`src/rtl/keypad_pkg.sv`:
```
// Shared keypad definitions: key codes, scanner states, matrix map and
// small decode helpers. The charge controller imports the same constants.
package keypad_pkg;

  localparam logic [3:0] KEY_START     = 4'hA;
  localparam logic [3:0] KEY_CLEAR     = 4'hB;
  localparam logic [3:0] KEY_CONFIRM   = 4'hC;
  localparam logic [3:0] KEY_DIGIT_MAX = 4'h9;

  typedef enum logic [1:0] {SCAN, DEBOUNCE, HOLD, RELEASE} state_t;

  // Key code for row r, column c of the 4x4 matrix.
  function automatic logic [3:0] map_key(input logic [1:0] r, input logic [1:0] c);
    logic [3:0] code;
    case ({r, c})
      4'h0: code = 4'h1;
      4'h1: code = 4'h2;
      4'h2: code = 4'h3;
      4'h3: code = KEY_START;
      4'h4: code = 4'h4;
      4'h5: code = 4'h5;
      4'h6: code = 4'h6;
      4'h7: code = KEY_CLEAR;
      4'h8: code = 4'h7;
      4'h9: code = 4'h8;
      4'hA: code = 4'h9;
      4'hB: code = KEY_CONFIRM;
      4'hC: code = 4'hD;
      4'hD: code = 4'h0;
      4'hE: code = 4'hE;
      default: code = 4'hF;
    endcase
    return code;
  endfunction

  // Lowest-index active-low row; only meaningful when some row is low.
  function automatic logic [1:0] low_row(input logic [3:0] rows);
    logic [1:0] r;
    casez (rows)
      4'b???0: r = 2'd0;
      4'b??01: r = 2'd1;
      4'b?011: r = 2'd2;
      default: r = 2'd3;
    endcase
    return r;
  endfunction

  // Index of the single low bit of a one-hot-low column drive.
  function automatic logic [1:0] col_index(input logic [3:0] col);
    logic [1:0] c;
    case (col)
      4'b1110: c = 2'd0;
      4'b1101: c = 2'd1;
      4'b1011: c = 2'd2;
      default: c = 2'd3;
    endcase
    return c;
  endfunction

endpackage

```
`src/rtl/sync_2ff.sv`:
```
// Two-flop synchroniser whose flops reset to all ones (idle pulled-up rows).
module sync_2ff #(
  parameter int WIDTH = 1
) (
  input  logic             clk,
  input  logic             rst,
  input  logic [WIDTH-1:0] din,
  output logic [WIDTH-1:0] dout
);

  logic [WIDTH-1:0] meta;

  // Two register stages; synchronous active-high reset to ones.
  always_ff @(posedge clk) begin
    if (rst) begin
      meta <= '1;
      dout <= '1;
    end else begin
      meta <= din;
      dout <= meta;
    end
  end

endmodule

```
`src/rtl/keypad_scanner.sv`:
```
// 4x4 matrix keypad scanner: column drive, row sync, press/release debounce
// and key-code mapping. Optional auto-repeat while a key is held is enabled
// by defining KEYPAD_AUTOREPEAT_EN. Note rst_n is active-high.
module keypad_scanner
  import keypad_pkg::*;
#(
  parameter int SCAN_DIV      = 5,
  parameter int DEBOUNCE_CNT  = 20,
  parameter int REPEAT_DELAY  = 500,
  parameter int REPEAT_PERIOD = 200
) (
  input  logic       clk,
  input  logic       rst_n,
  input  logic [3:0] row,
  output logic [3:0] col,
  output logic [3:0] key_value,
  output logic       press,
  output logic       key_down
);

  localparam int SW = (SCAN_DIV > 1) ? $clog2(SCAN_DIV) : 1;
  localparam int DW = (DEBOUNCE_CNT > 1) ? $clog2(DEBOUNCE_CNT) : 1;
  localparam logic [SW-1:0] SCAN_LAST = SW'(SCAN_DIV - 1);
  localparam logic [DW-1:0] DB_LAST   = DW'(DEBOUNCE_CNT - 1);

  // Zero-length scan or debounce windows would break the FSM timing.
  if (SCAN_DIV < 1 || DEBOUNCE_CNT < 1 || REPEAT_DELAY < 1 || REPEAT_PERIOD < 1) begin : g_bad_param
    $error("keypad_scanner: timing parameters must be >= 1");
  end

  logic [3:0]    row_s;
  state_t        state;
  logic [SW-1:0] scan_cnt;
  logic [DW-1:0] db_cnt;
  logic [1:0]    r_idx;

`ifdef KEYPAD_AUTOREPEAT_EN
  localparam int RW = $clog2(REPEAT_DELAY + REPEAT_PERIOD);
  localparam logic [RW-1:0] REP_FIRST  = RW'(REPEAT_DELAY - 1);
  localparam logic [RW-1:0] REP_WRAP   = RW'(REPEAT_DELAY + REPEAT_PERIOD - 1);
  localparam logic [RW-1:0] REP_RELOAD = RW'(REPEAT_DELAY);
  logic [RW-1:0] rep_cnt;
`endif

  sync_2ff #(.WIDTH(4)) u_row_sync (
    .clk  (clk),
    .rst  (rst_n),
    .din  (row),
    .dout (row_s)
  );

  // Scan/debounce FSM with registered column drive and key outputs.
  always_ff @(posedge clk) begin
    if (rst_n) begin
      state     <= SCAN;
      col       <= 4'b1110;
      scan_cnt  <= '0;
      db_cnt    <= '0;
      r_idx     <= 2'd0;
      key_value <= 4'h0;
      press     <= 1'b0;
      key_down  <= 1'b0;
`ifdef KEYPAD_AUTOREPEAT_EN
      rep_cnt   <= '0;
`endif
    end else begin
      press <= 1'b0;
      case (state)
        SCAN: begin
          if (scan_cnt == SCAN_LAST) begin
            scan_cnt <= '0;
            if (row_s != 4'hF) begin
              // Column stays put; lowest low row is the candidate key.
              r_idx  <= low_row(row_s);
              db_cnt <= '0;
              state  <= DEBOUNCE;
            end else begin
              col <= {col[2:0], col[3]};
            end
          end else begin
            scan_cnt <= scan_cnt + 1'b1;
          end
        end
        DEBOUNCE: begin
          if (row_s[r_idx]) begin
            // Glitch: rescan the same column from the start.
            scan_cnt <= '0;
            state    <= SCAN;
          end else if (db_cnt == DB_LAST) begin
            key_value <= map_key(r_idx, col_index(col));
            press     <= 1'b1;
            key_down  <= 1'b1;
            db_cnt    <= '0;
            state     <= HOLD;
`ifdef KEYPAD_AUTOREPEAT_EN
            rep_cnt   <= '0;
`endif
          end else begin
            db_cnt <= db_cnt + 1'b1;
          end
        end
        HOLD: begin
          if (row_s[r_idx]) begin
            db_cnt <= '0;
            state  <= RELEASE;
`ifdef KEYPAD_AUTOREPEAT_EN
            rep_cnt <= '0;
`endif
          end else begin
`ifdef KEYPAD_AUTOREPEAT_EN
            // First repeat after REPEAT_DELAY, then every REPEAT_PERIOD.
            if (rep_cnt == REP_FIRST || rep_cnt == REP_WRAP) press <= 1'b1;
            rep_cnt <= (rep_cnt == REP_WRAP) ? REP_RELOAD : rep_cnt + 1'b1;
`endif
          end
        end
        RELEASE: begin
          if (!row_s[r_idx]) begin
            // Release bounce: still the same key-down, no new strobe.
            state <= HOLD;
`ifdef KEYPAD_AUTOREPEAT_EN
            rep_cnt <= '0;
`endif
          end else if (db_cnt == DB_LAST) begin
            key_down <= 1'b0;
            col      <= {col[2:0], col[3]};
            scan_cnt <= '0;
            db_cnt   <= '0;
            state    <= SCAN;
          end else begin
            db_cnt <= db_cnt + 1'b1;
          end
        end
        default: state <= SCAN;
      endcase
    end
  end

endmodule

```
`config.mk`:
```
export PLATFORM = sky130hd
export DESIGN_NAME = keypad_scanner
export DESIGN_NICKNAME = d
export VERILOG_FILES = /design/src/rtl/keypad_pkg.sv /design/src/rtl/sync_2ff.sv /design/src/rtl/keypad_scanner.sv
export SDC_FILE = /design/constraint.sdc
export NUM_CORES = 1
export LEC_CHECK = 0
export CORE_MARGIN = 2
export CORE_UTILIZATION = 50
export DETAILED_ROUTE_END_ITERATION = 10
export GPL_ROUTABILITY_DRIVEN = 0
export PLACE_DENSITY_LB_ADDON = 0.25
export SYNTH_ARGS = -nofsm -noshare
export SYNTH_HDL_FRONTEND = slang
export SYNTH_SLANG_ARGS = --single-unit
```
`constraint.sdc`:
```
create_clock -name clk -period 2.06 [get_ports clk]
set_input_delay 0.309 -clock clk [delete_from_list [all_inputs] [get_ports clk]]
set_output_delay 0.309 -clock clk [all_outputs]
set_load 0.02 [all_outputs]
```
# == Word level (Yosys, flattened, before mapping) ==
# Memories as Yosys holds them, arrays and structs flattened. A register that Yosys moved wholly into a read port is not among the register bits.
# Cells that the tools add are included.
# W data, S select, Z words.
# word_totals
latchBits,0
reg_bits,26
in_bits,6
rom_bits,64
memories,1
wordCells,89
ram_bits,0
output_inout_bits,10
# op_classes
bitwise_logic,3
div,0
n_eq_ne,22
mux,39
shifts,0
reduce_logical,12
magnitude_cmp,1
n_addsub,2
n_mul,0
# memory_table
name,words,width,rd,rd_clocked_by_memory_dff,write_ports,line,text
(name not given),16,4,1,1,0,keypad_pkg.sv:15,"case ({r, c})"
# ops
cell,n
$mux W5,6
$mux W2,11
$pmux W5 S4,1
$reduce_and A5 Y1,4
$ne A2 B2 Y1 const B,9
$mux W4,4
$eq A4 B4 Y1 const B,3
$mux W3,4
$pmux W2 S3,2
$pmux W3 S3,1
$pmux W2 S4,1
$pmux W4 S2,1
$mux W1,6
$ne A3 B3 Y1 const B,2
$reduce_and A3 Y1,2
$add A5 B1 Y5 const B,1
$eq A5 B5 Y1 const B,1
$eq A2 B1 Y1 const B,2
$eq A2 B2 Y1 const B,2
$ne A4 B4 Y1 const B,1
$reduce_and A4 Y1,1
$reduce_bool A2 Y1,2
$add A3 B1 Y3 const B,1
$eq A3 B2 Y1 const B,1
other kinds (8),10

# == Logic depth before layout (Yosys ltp) ==
# Gate-level depths: netlist of run 1.
# depth
ltp_word,6
ltp_mapped,9
ltp_nobuf,9

# == Cells and area by module ==
# Synthesis of run 1 repeated with hierarchy kept, for this count alone.
# hier_totals
hier_cells,171
area_unflattened_um2,1506.4
# modules_own_cells
module,seq_area_each_um2,instances,cells_each,area_per_inst_um2
keypad_scanner,440.4,1,155,1296.2
sync_2ff,160.2,1,16,210.2

# == Worst setup path before layout of run 1 ==
# No wires, ideal clock.
# synth_path
path_kind,reg-to-reg
startpoint,register r_idx[0]
endpoint,register db_cnt[0]
stages_incl_launch_ff,6
period_less_slack_ns,1.755
arrival_time_ns,1.684
setup_slack_ns,0.305
cell_sequence,dfxtp_1 -> mux4_2 -> nor3b_2 -> nor3_2 -> or3_1 -> a21oi_1
# synth_between
elab_chain_len,4
word_cells_on_any_way,6
# synth_lines
item,line,text
"start, declared",keypad_scanner.sv:35,logic [1:0] r_idx;
"start signal, assigned",keypad_scanner.sv:74,r_idx <= low_row(row_s);
$bmux W1 S2 *,"keypad_scanner.sv:85, keypad_scanner.sv:103, keypad_scanner.sv:118",
$mux W1 (not written as such) *,"keypad_scanner.sv:85, keypad_scanner.sv:103, keypad_scanner.sv:118",
$ne A2 B2 Y1 (no source line),n/a,
$reduce_and A5 Y1 (no source line) *,n/a,
"end signal, assigned",keypad_scanner.sv:99,db_cnt <= db_cnt + 1'b1;
"end signal, assigned",keypad_scanner.sv:131,db_cnt <= db_cnt + 1'b1;
"end, declared",keypad_scanner.sv:34,logic [DW-1:0] db_cnt;
# Every way passes the cells marked *; elsewhere a longest branch is shown, timed or not. The select of a mux whose other input is x is not followed.
# A chain may end at the register's enable or synchronous reset.

# == Final worst setup path of run 1 ==
# Ends and elaborated chain as after synthesis.

==> results.json, run 1 <==
{
  "status": "complete, but fails checks",
  "violations": "design-rule violations",
  "clkTransAtPathRegs_ns": 0.09,
  "reg2reg_to": "db_cnt[0]",
  "setup_viol": 0,
  "hp-class": "flop to flop",
  "fin_ws_ns": 0.1664,
  "drt_pass1_iterations": 7,
  "ir_worst_vdd_v": 0.0004266,
  "syn_area_per_cell_um2": 8.900,
  "power_leakage_uw": 0.0006714,
  "grt-ovfl-total": 0,
  "start_util": 0.5330,
  "finalHoldViolations": 0,
  "cts_tree": "yes",
  "synth_edf_count": 0,
  "worstMarginPinSlew_ns": 0.4955,
  "post-cts-setup-buffers": 0,
  "drt-wirelength-per-cell_um": 12.55,
  "r2r_setup_slack_ns": 0.17,
  "clockRootBuffer": "clkbuf_4",
  "cts_hold_repair.buffers": 0,
  "insertedDiodeCount": 0,
  "yosys_warnings": 0,
  "synth_seq_area_share": 0.4017,
  "htree_num_levels": 2,
  "die_x_um": 58.69,
  "final_cell_area_um2": 1783,
  "tns_ns": 0,
  "synthTopCellsByCount": "dfxtp_1, nor2_1, a21oi_1",
  "slowest_stage": "mux4_2",
  "crit-reg2reg-launch": "r_idx[0]",
  "vias": 1241,
  "grt_setup_unrepaired": "no",
  "swShare": 0.2231,
  "final_max_slew_viol_count": 0,
  "die_area_um2": 3444,
  "clock.fmax_mhz": 528.1,
  "pre_cts_ws_ns": 0.1774,
  "grtUsageTotal": 0.1811,
  "grt_first_pass_wirelength_um": 4802,
  "power.density_nw_per_um2": 657.8,
  "critPathKind": "flop to flop",
  "async_reset_ff_frac": 0,
  "worst-path-buf-inv": 0,
  "finalPower_uw": 1173,
  "worst-endpoint-arrival_ns": 2.14,
  "synthCells": 168,
  "cp-end-kind": "flop",
  "fill_cells": 254,
  "min_from": "u_row_sync.meta[2]",
  "synth_top_area_cell": "dfxtp_1",
  "placed_cell_area_um2": 1708,
  "period_share": 0.9192,
  "antenna_found_initial": 0,
  "required_ns": 2.31,
  "synthFlopType": "dfxtp_1",
  "row_count": 19,
  "slew_headroom": 0.6679,
  "grt_start_max_net_pins": 20,
  "worst_setup_path_start_kind": "flop",
  "drtIter0Drc": 50,
  "cap_violations": 0,
  "synth.area.top_cells": "dfxtp_1, ha_1, a21oi_1",
  "fin_skew_ns": 0.008566,
  "holdWs_ns": 0.4160,
  "clk-insertion-delay-late_ns": 0.32,
  "nets": 202,
  "synth_top_area_share": 0.4017,
  "io_buffers": 15,
  "synth.most_common_cell": "dfxtp_1",
  "switchingPower_uw": 261.7,
  "path_cells": "mux4_2 > nor3b_2 > nor3_2 > or3_1 > a21oi_1",
  "clkPwrFrac": 0.382,
  "ys_ff_latch": 30,
  "drt-total-wl_um": 2774,
  "route.detailed.drc": 3,
  "numCtsBuffers": 5,
  "netlist_area_um2": 1495,
  "hold_end": "u_row_sync.dout[2]",
  "rr_worst_depth": 5,
  "drive_gt1_frac": 0.1211,
  "grt_pass1_vias": 1157,
  "fp.dieH_um": 58.69,
  "syn_nets": 181,
  "seqPwrFrac": 0.523,
  "detail-route-antenna-nets": 0,
  "io_pins": 16,
  "combPwrFrac": 0.095,
  "crit_fanout": 8,
  "cts_buffer_depth": 2,
  "cts_sinks": 30,
  "cts_resized": 0,
  "dp_hpwl_um": 2073,
  "synth_cell_types": 45,
  "cp_top_family": "simple AND/OR/NAND/NOR gates",
  "syn2layout_area_growth_pct": 19.25,
  "post-route-min-period_ns": 1.894,
  "viasPerCell": 5.615,
  "p_int_uw": 911.1,
  "cpPeakStageDelay_ns": 0.60,
  "core_um2": 2805,
  "hold_depth": 1
}
-- flip-flops by register name, summed over array words and instances, names as in the netlist, named ones only --
name,cells
col,4
db_cnt,5
key_down,1
key_value,4
press,1
r_idx,2
scan_cnt,3
state,1
u_row_sync.dout,4
u_row_sync.meta,4
-- final cells by class --
class                      instances  area, um2  area share
clock inverter                     1      30.03     0.01684
sequential                        30      600.6      0.3368
clock buffer                       7      45.04     0.02526
tap                               31      38.79     0.02175
multi-input combinational        122      832.0      0.4667
inverter                           7      26.28     0.01474
timing repair buffer              23      210.2      0.1179
-- power groups by stage --
stage          clock [uW]  combinational, uW  sequential (uW)
6_report              448                112              613
5_1_grt               491                126              616
4_1_cts               460                113              613
3_5_place_dp            0                112              627
3_3_place_gp            0                107              625
2_1_floorplan           0               72.2              628
-- stage by stage --
step	std cells	util
after CTS	221	0.6356
after global placement	213	0.6088
final	221	0.6356
after detailed placement	213	0.6088
after global routing	221	0.6356
after floorplan	168	-
-- cells by family after synthesis --
kind of cell	count (synthesis)	share of synthesized area
simple gates	68	0.2644
xor+xnor	4	0.02344
buf+inv	16	0.04184
compound gates	35	0.1481
fa+ha+maj	7	0.05857
flops	30	0.4017
mux	8	0.06193
-- cells in the final DEF, fill, tap and decap left out, types with 3 or more instances in the layout --
cell type        netlist  routed
a211oi_1               3       3
a21oi_1               16      16
a31oi_1                4       4
buf_4                  0       8
clkbuf_4               0       5
clkdlybuf4s50_1        0      15
dfxtp_1               30      30
ha_1                   7       7
inv_1                  6       6
mux2i_1                7       7
nand2_1                8       8
nand2b_1               4       4
nor2_1                18      18
nor2b_1                3       3
nor3_1                 5       5
nor3_2                 3       3
or2_1                  6       6
-- worst max-delay path by stage --
| stage | from | to | depth (start not counted) |
|---|---|---|---|
| floorplan | r_idx[0] | db_cnt[0] | 5 |
| global placement | r_idx[0] | db_cnt[0] | 5 |
| detailed placement | r_idx[0] | db_cnt[0] | 5 |
| CTS | r_idx[0] | db_cnt[0] | 5 |
| global route | db_cnt[0] | key_value[2] | 6 |
| finish | r_idx[0] | db_cnt[0] | 5 |
-- layer usage --
metal / wire length, um / global-route usage
met2: 1288 / 0.2777
met3: 143 / 0.06593
met5: 0 / 0
met1: 1310 / 0.2325
met4: 31 / 0.07143
-- worst register-to-register path: cells and delay by family, from the launching register on --
kind	cells	cell delay (ns)
AO/OA/AOI/OAI	1	0.14
AND/OR/NAND/NOR	3	0.73
flip-flops	1	0.36
multiplexers	1	0.60
Power figures use the tool's default switching activity.
==> inputs of run 2 (changes only) <==
--- a/config.mk
+++ b/config.mk
@@ -5,6 +5,7 @@
 export SDC_FILE = /design/constraint.sdc
 export NUM_CORES = 1
 export LEC_CHECK = 0
+export CAP_MARGIN = 40
 export CORE_MARGIN = 2
 export CORE_UTILIZATION = 50
 export DETAILED_ROUTE_END_ITERATION = 10
@@ -12,4 +13,5 @@
 export PLACE_DENSITY_LB_ADDON = 0.25
 export SYNTH_ARGS = -nofsm -noshare
 export SYNTH_HDL_FRONTEND = slang
+export SYNTH_HIERARCHICAL = 1
 export SYNTH_SLANG_ARGS = --single-unit
==> constraint.sdc (replaced) <==
create_clock -name clk -period 2.4 [get_ports clk]
set_input_delay 0.36 -clock clk [delete_from_list [all_inputs] [get_ports clk]]
set_output_delay 0.36 -clock clk [all_outputs]
set_load 0.02 [all_outputs]
==> run 2 against run 1 <==
The flow still finishes with violations (design-rule violations). Register-to-register slack better by 0.27 ns. Combinational power fell by 14%. Sequential share of layout area up 1.0 points. Global-route usage rose by 2.9 points. Cell count decreased by 0.45%. Design area shrank 2.9%.
==> results.json, run 2 <==
{
  "clockRootBuffer": "clkbuf_4",
  "detail-route-antenna-nets": 0,
  "route.detailed.drc": 1,
  "cap_violations": 0,
  "power_leakage_uw": 0.0006525,
  "syn_nets": 184,
  "r2r_setup_slack_ns": 0.44,
  "worst-endpoint-arrival_ns": 2.22,
  "p_int_uw": 668.4,
  "vias": 1281,
  "synth.area.top_cells": "dfxtp_1, ha_1, nand2_1",
  "finalPower_uw": 893.0,
  "die_x_um": 58.89,
  "worstMarginPinSlew_ns": 0.6116,
  "power.density_nw_per_um2": 515.7,
  "violations": "design-rule violations",
  "largest_register_ffs": 5,
  "final_cell_area_um2": 1732,
  "ys_ff_latch": 30,
  "period_share": 0.8170,
  "fin_skew_ns": 0.005525,
  "clock.fmax_mhz": 510.0,
  "grt_start_max_net_pins": 20,
  "antenna_found_initial": 0,
  "final_max_slew_viol_count": 0,
  "swShare": 0.2515,
  "placed_cell_area_um2": 1687,
  "yosys_warnings": 6,
  "synth_seq_area_share": 0.3987,
  "grt_first_pass_wirelength_um": 5526,
  "cpPeakStageDelay_ns": 0.53,
  "critPathKind": "flop to flop",
  "dp_hpwl_um": 2285,
  "post-cts-setup-buffers": 0,
  "grt_pass1_vias": 1272,
  "drt-wirelength-per-cell_um": 14.40,
  "clk-insertion-delay-late_ns": 0.33,
  "grtUsageTotal": 0.2099,
  "top_register": "db_cnt",
  "start_util": 0.5370,
  "holdWs_ns": 0.4017,
  "required_ns": 2.66,
  "seqPwrFrac": 0.588,
  "slew_headroom": 0.5867,
  "synth_top_area_cell": "dfxtp_1",
  "numCtsBuffers": 5,
  "status": "complete, but fails checks",
  "viasPerCell": 5.823,
  "synthCells": 171,
  "syn2layout_area_growth_pct": 14.95,
  "grt_setup_unrepaired": "no",
  "synthTopCellsByCount": "dfxtp_1, nand2_1, inv_1, nor2_1, or2_1",
  "cts_resized": 0,
  "row_count": 19,
  "drtIter0Drc": 66,
  "synth_top_area_share": 0.3987,
  "drt-total-wl_um": 3169,
  "final_cell_mix": "dfxtp_1, nand2_1, clkdlybuf4s50_1",
  "slowest_stage": "or4b_1",
  "cp-end-kind": "flop",
  "cts_sinks": 30,
  "cts_tree": "yes",
  "synth_edf_count": 0,
  "cts_hold_repair.buffers": 0,
  "worst_setup_path_start_kind": "flop",
  "async_reset_ff_frac": 0,
  "synth_cell_types": 45,
  "drt_pass1_iterations": 7,
  "tns_ns": 0,
  "combPwrFrac": 0.108,
  "crit_fanout": 8,
  "htree_num_levels": 2,
  "nets": 202,
  "fill_cells": 259,
  "setup_viol": 0,
  "clkTransAtPathRegs_ns": 0.09,
  "switchingPower_uw": 224.6,
  "clkPwrFrac": 0.304,
  "io_buffers": 15,
  "final_util": 0.6173,
  "die_area_um2": 3468,
  "layout_commonest_cell": "dfxtp_1",
  "post-route-min-period_ns": 1.961,
  "ir_worst_vdd_v": 0.0003433,
  "path_cells": "ha_1 > and4bb_2 > a21boi_0 > or4b_1 > a21oi_1",
  "cts_buffer_depth": 2,
  "core_um2": 2805,
  "grt-ovfl-total": 0,
  "drive_gt1_frac": 0.07937,
  "insertedDiodeCount": 0,
  "io_pins": 16,
  "netlist_area_um2": 1506,
  "syn_area_per_cell_um2": 8.810,
  "finalHoldViolations": 0,
  "hp-class": "flop to flop",
  "synth.most_common_cell": "dfxtp_1",
  "fp.dieH_um": 58.89,
  "synthFlopType": "dfxtp_1"
}
==> run 2: cell count changes in the layout (fill, tap and decap cells not counted), moves of 6 or more <==
cell	before	now
nand2_1	8	17
buf_4	8	2
o21ai_0	0	6
inv_1	6	13
a21oi_1	16	7
==> run 2: area by class of cell <==
class	instances	area [um2]	area share
multi-input combinational	122	833.3	0.4812
sequential	30	600.6	0.3468
timing repair buffer	17	165.2	0.09538
inverter	13	48.80	0.02818
clock buffer	7	45.04	0.02601
tap	31	38.79	0.02240
==> run 2: logic make-up (layout without fill, tap and decap cells) <==
group                    Yosys count  after routing  synth area share
AND/OR/NAND/NOR                   69             69            0.2525
XOR/XNOR                           4              4           0.02325
adder cells (fa/ha/maj)            7              7           0.05814
multiplexers                       8              8           0.06312
buffers and inverters             19             37           0.04817
flip-flops                        30             30            0.3987
AO/OA/AOI/OAI                     34             34            0.1562
==> run 2: metrics by stage <==
stage / setup WS [ns] / std cells
after floorplan: 0.5041 / 171
after global placement: 0.5092 / 213
after detailed placement: 0.4826 / 213
after CTS: 0.4639 / 220
after global routing: 0.2970 / 220
final: 0.4393 / 220
==> run 2: worst paths after layout <==
| check | cells past startpoint | from | to |
|---|---|---|---|
| worst max-delay path | 5 | db_cnt[0] | scan_cnt[0] |
| worst min register to register | 1 | u_row_sync/meta[3] | u_row_sync/dout[3] |
| worst min-delay path | 1 | u_row_sync/meta[3] | u_row_sync/dout[3] |
| worst max register to register | 5 | db_cnt[0] | scan_cnt[0] |
==> run 2: worst max-delay path: cells and delay by family, from the launching register on <==
kind	cells	cell delay, ns
AOI/OAI and AO/OA	2	0.38
DFF	1	0.39
and+or+nand+nor	2	0.87
adders and majority gates	1	0.25
==> run 2: layer usage <==
layer  global-route usage  up-vias  wire (um)
li1                     -      641          -
met4               0.1006        0         60
met3              0.04176        7        128
met2               0.3587       35       1540
met1               0.2503      598       1439
met5                    0        -          0
==> run 2: power groups by stage <==
stage / combinational, uW / clock [uW] / sequential, uW
2_1_floorplan: 67.0 / 0 / 533
3_3_place_gp: 89.0 / 0 / 535
3_5_place_dp: 96.4 / 0 / 536
4_1_cts: 97.1 / 281 / 524
5_1_grt: 109 / 305 / 527
6_report: 96.7 / 271 / 525
==> inputs of run 3 (changes only) <==
==> constraint.sdc (replaced) <==
create_clock -name clk -period 1.7 [get_ports clk]
set_input_delay 0.255 -clock clk [delete_from_list [all_inputs] [get_ports clk]]
set_output_delay 0.255 -clock clk [all_outputs]
set_load 0.02 [all_outputs]
==> run 3 against run 2 <==
The run ends with design-rule violations, negative setup slack left. Utilization is 9.4 points higher. First-iteration DRC count down 18%. Flip-flop and latch count unchanged. Clock skew up 0.010 ns. Largest cell class unchanged. Largest power group unchanged.
==> results.json, run 3 (synthesized netlist as in run 2, its figures left out) <==
{
  "grt_setup_unrepaired": "yes",
  "grt_start_max_net_pins": 19,
  "finalPower_uw": 1304,
  "htree_num_levels": 2,
  "slowest_stage": "or4b_4",
  "cp-end-kind": "flop",
  "ir_worst_vdd_v": 0.0004149,
  "io_buffers": 15,
  "grtUsageTotal": 0.2141,
  "antenna_found_initial": 0,
  "top_register": "db_cnt",
  "multiInputGateArea_um2": 889.6,
  "power.density_nw_per_um2": 653.2,
  "crit_fanout": 2,
  "cp_top_family": "simple AND/OR/NAND/NOR gates",
  "cap_violations": 0,
  "io_pins": 16,
  "drive_gt1_frac": 0.2254,
  "fp.dieH_um": 58.89,
  "syn2layout_area_growth_pct": 32.47,
  "hp-class": "flop to flop",
  "cts_sinks": 30,
  "dp_hpwl_um": 2486,
  "fin_skew_ns": 0.01571,
  "met2_usage": 0.3746,
  "grt_use_met3": 0.06154,
  "violations": "design-rule violations, negative setup slack",
  "power_leakage_uw": 0.0008016,
  "cts_tree": "yes",
  "die_x_um": 58.89,
  "insertedDiodeCount": 0,
  "worst-endpoint-arrival_ns": 2.10,
  "period_share": 1.071,
  "worstMarginPinSlew_ns": 0.3497,
  "die_area_um2": 3468,
  "clkTransAtPathRegs_ns": 0.10,
  "regArea_um2": 604.3,
  "placed_cells": 231,
  "drtIter0Drc": 54,
  "drt-wirelength-per-cell_um": 14.21,
  "core_um2": 2805,
  "viasPerCell": 5.672,
  "status": "complete, but fails checks",
  "start_util": 0.5370,
  "vias": 1384,
  "cts_buffer_depth": 2,
  "grt-ovfl-total": 0,
  "min_from": "u_row_sync/meta[1]",
  "slew_headroom": 0.7660,
  "crit-reg2reg-launch": "r_idx[0]",
  "worst-path-buf-inv": 0,
  "post-route-min-period_ns": 1.821,
  "detail-route-antenna-nets": 0,
  "largest_register_ffs": 5,
  "fin_ws_ns": -0.1206,
  "row_count": 19,
  "gr-usage-met1": 0.2260,
  "worst_setup_path_start_kind": "flop",
  "clock.fmax_mhz": 549.3,
  "final_cell_mix": "dfxtp_1, buf_4, nand2_1",
  "critPathKind": "flop to flop",
  "setup_viol": 10,
  "clockRootBuffer": "clkbuf_4",
  "numCtsBuffers": 5,
  "crit_start": "r_idx[0]",
  "nets": 226,
  "finalHoldViolations": 0,
  "final_max_slew_viol_count": 0,
  "grt_first_pass_wirelength_um": 5554,
  "grt_pass1_vias": 1336,
  "required_ns": 1.98,
  "path_cells": "mux4_2 > or4b_4 > a211o_1 > a21oi_1",
  "grt_busiest_layer": "met2",
  "layout_commonest_cell": "dfxtp_1",
  "cts_hold_repair.buffers": 0,
  "cpPeakStageDelay_ns": 0.54,
  "fill_cells": 213,
  "route.detailed.drc": 2,
  "clk-insertion-delay-late_ns": 0.34,
  "layout.cells.non_filler": 244,
  "drt_pass1_iterations": 7,
  "drt-total-wl_um": 3467
}
## run 3: changes by cell type in the layout (fill, tap and decap cells not counted), sizes merged
cell | previous run | this run
buf | 2 | 26
## run 3: timing repair
item	CTS	global route
setup endpoints to repair	12	17
pin swaps	2	6
gates resized for setup	4	13
setup buffers	2	4
## run 3: stage by stage
stage / hold slack (ns) / cell area (um2) / worst slack, ns / setup TNS, ns / utilization
4_1_cts: 0.4066 / 1914 / -0.1153 / -0.4150 / 0.6824
2_1_floorplan: 0.3521 / 1510 / -0.1280 / -0.1280 / -
3_3_place_gp: 0.3902 / 1824 / -0.06277 / -0.06813 / 0.6503
3_5_place_dp: 0.3928 / 1824 / -0.1142 / -0.3960 / 0.6503
6_report: 0.3915 / 1996 / -0.1206 / -0.4835 / 0.7114
5_1_grt: 0.4234 / 1996 / -0.1784 / -1.473 / 0.7114
## run 3: layout make-up
| type | instances | area share |
|---|---|---|
| clock buffer | 7 | 0.02257 |
| inverter | 13 | 0.02445 |
| multi-input combinational | 122 | 0.4458 |
| sequential | 30 | 0.3028 |
| tap | 31 | 0.01944 |
| timing repair buffer | 41 | 0.1850 |
## run 3: report_power, final
part	switching [uW]	internal [uW]
sequential	16.6	723
clock	241	156
combinational	82.0	84.4
## run 3: layer usage
layer / vias up / share of wire
li1: 688 / -
met5: - / 0
met2: 35 / 0.51
met3: 6 / 0.045
met1: 655 / 0.43
met4: 0 / 0.020
## run 3: final timing paths
| check | slack (ns) | cells after the start | endpoint |
|---|---|---|---|
| worst max-delay path | -0.12 | 4 | key_value[1] |
| worst min-delay path | 0.39 | 1 | u_row_sync/dout[1] |
| worst max register to register | -0.12 | 4 | key_value[1] |
| worst min register to register | 0.39 | 1 | u_row_sync/dout[1] |
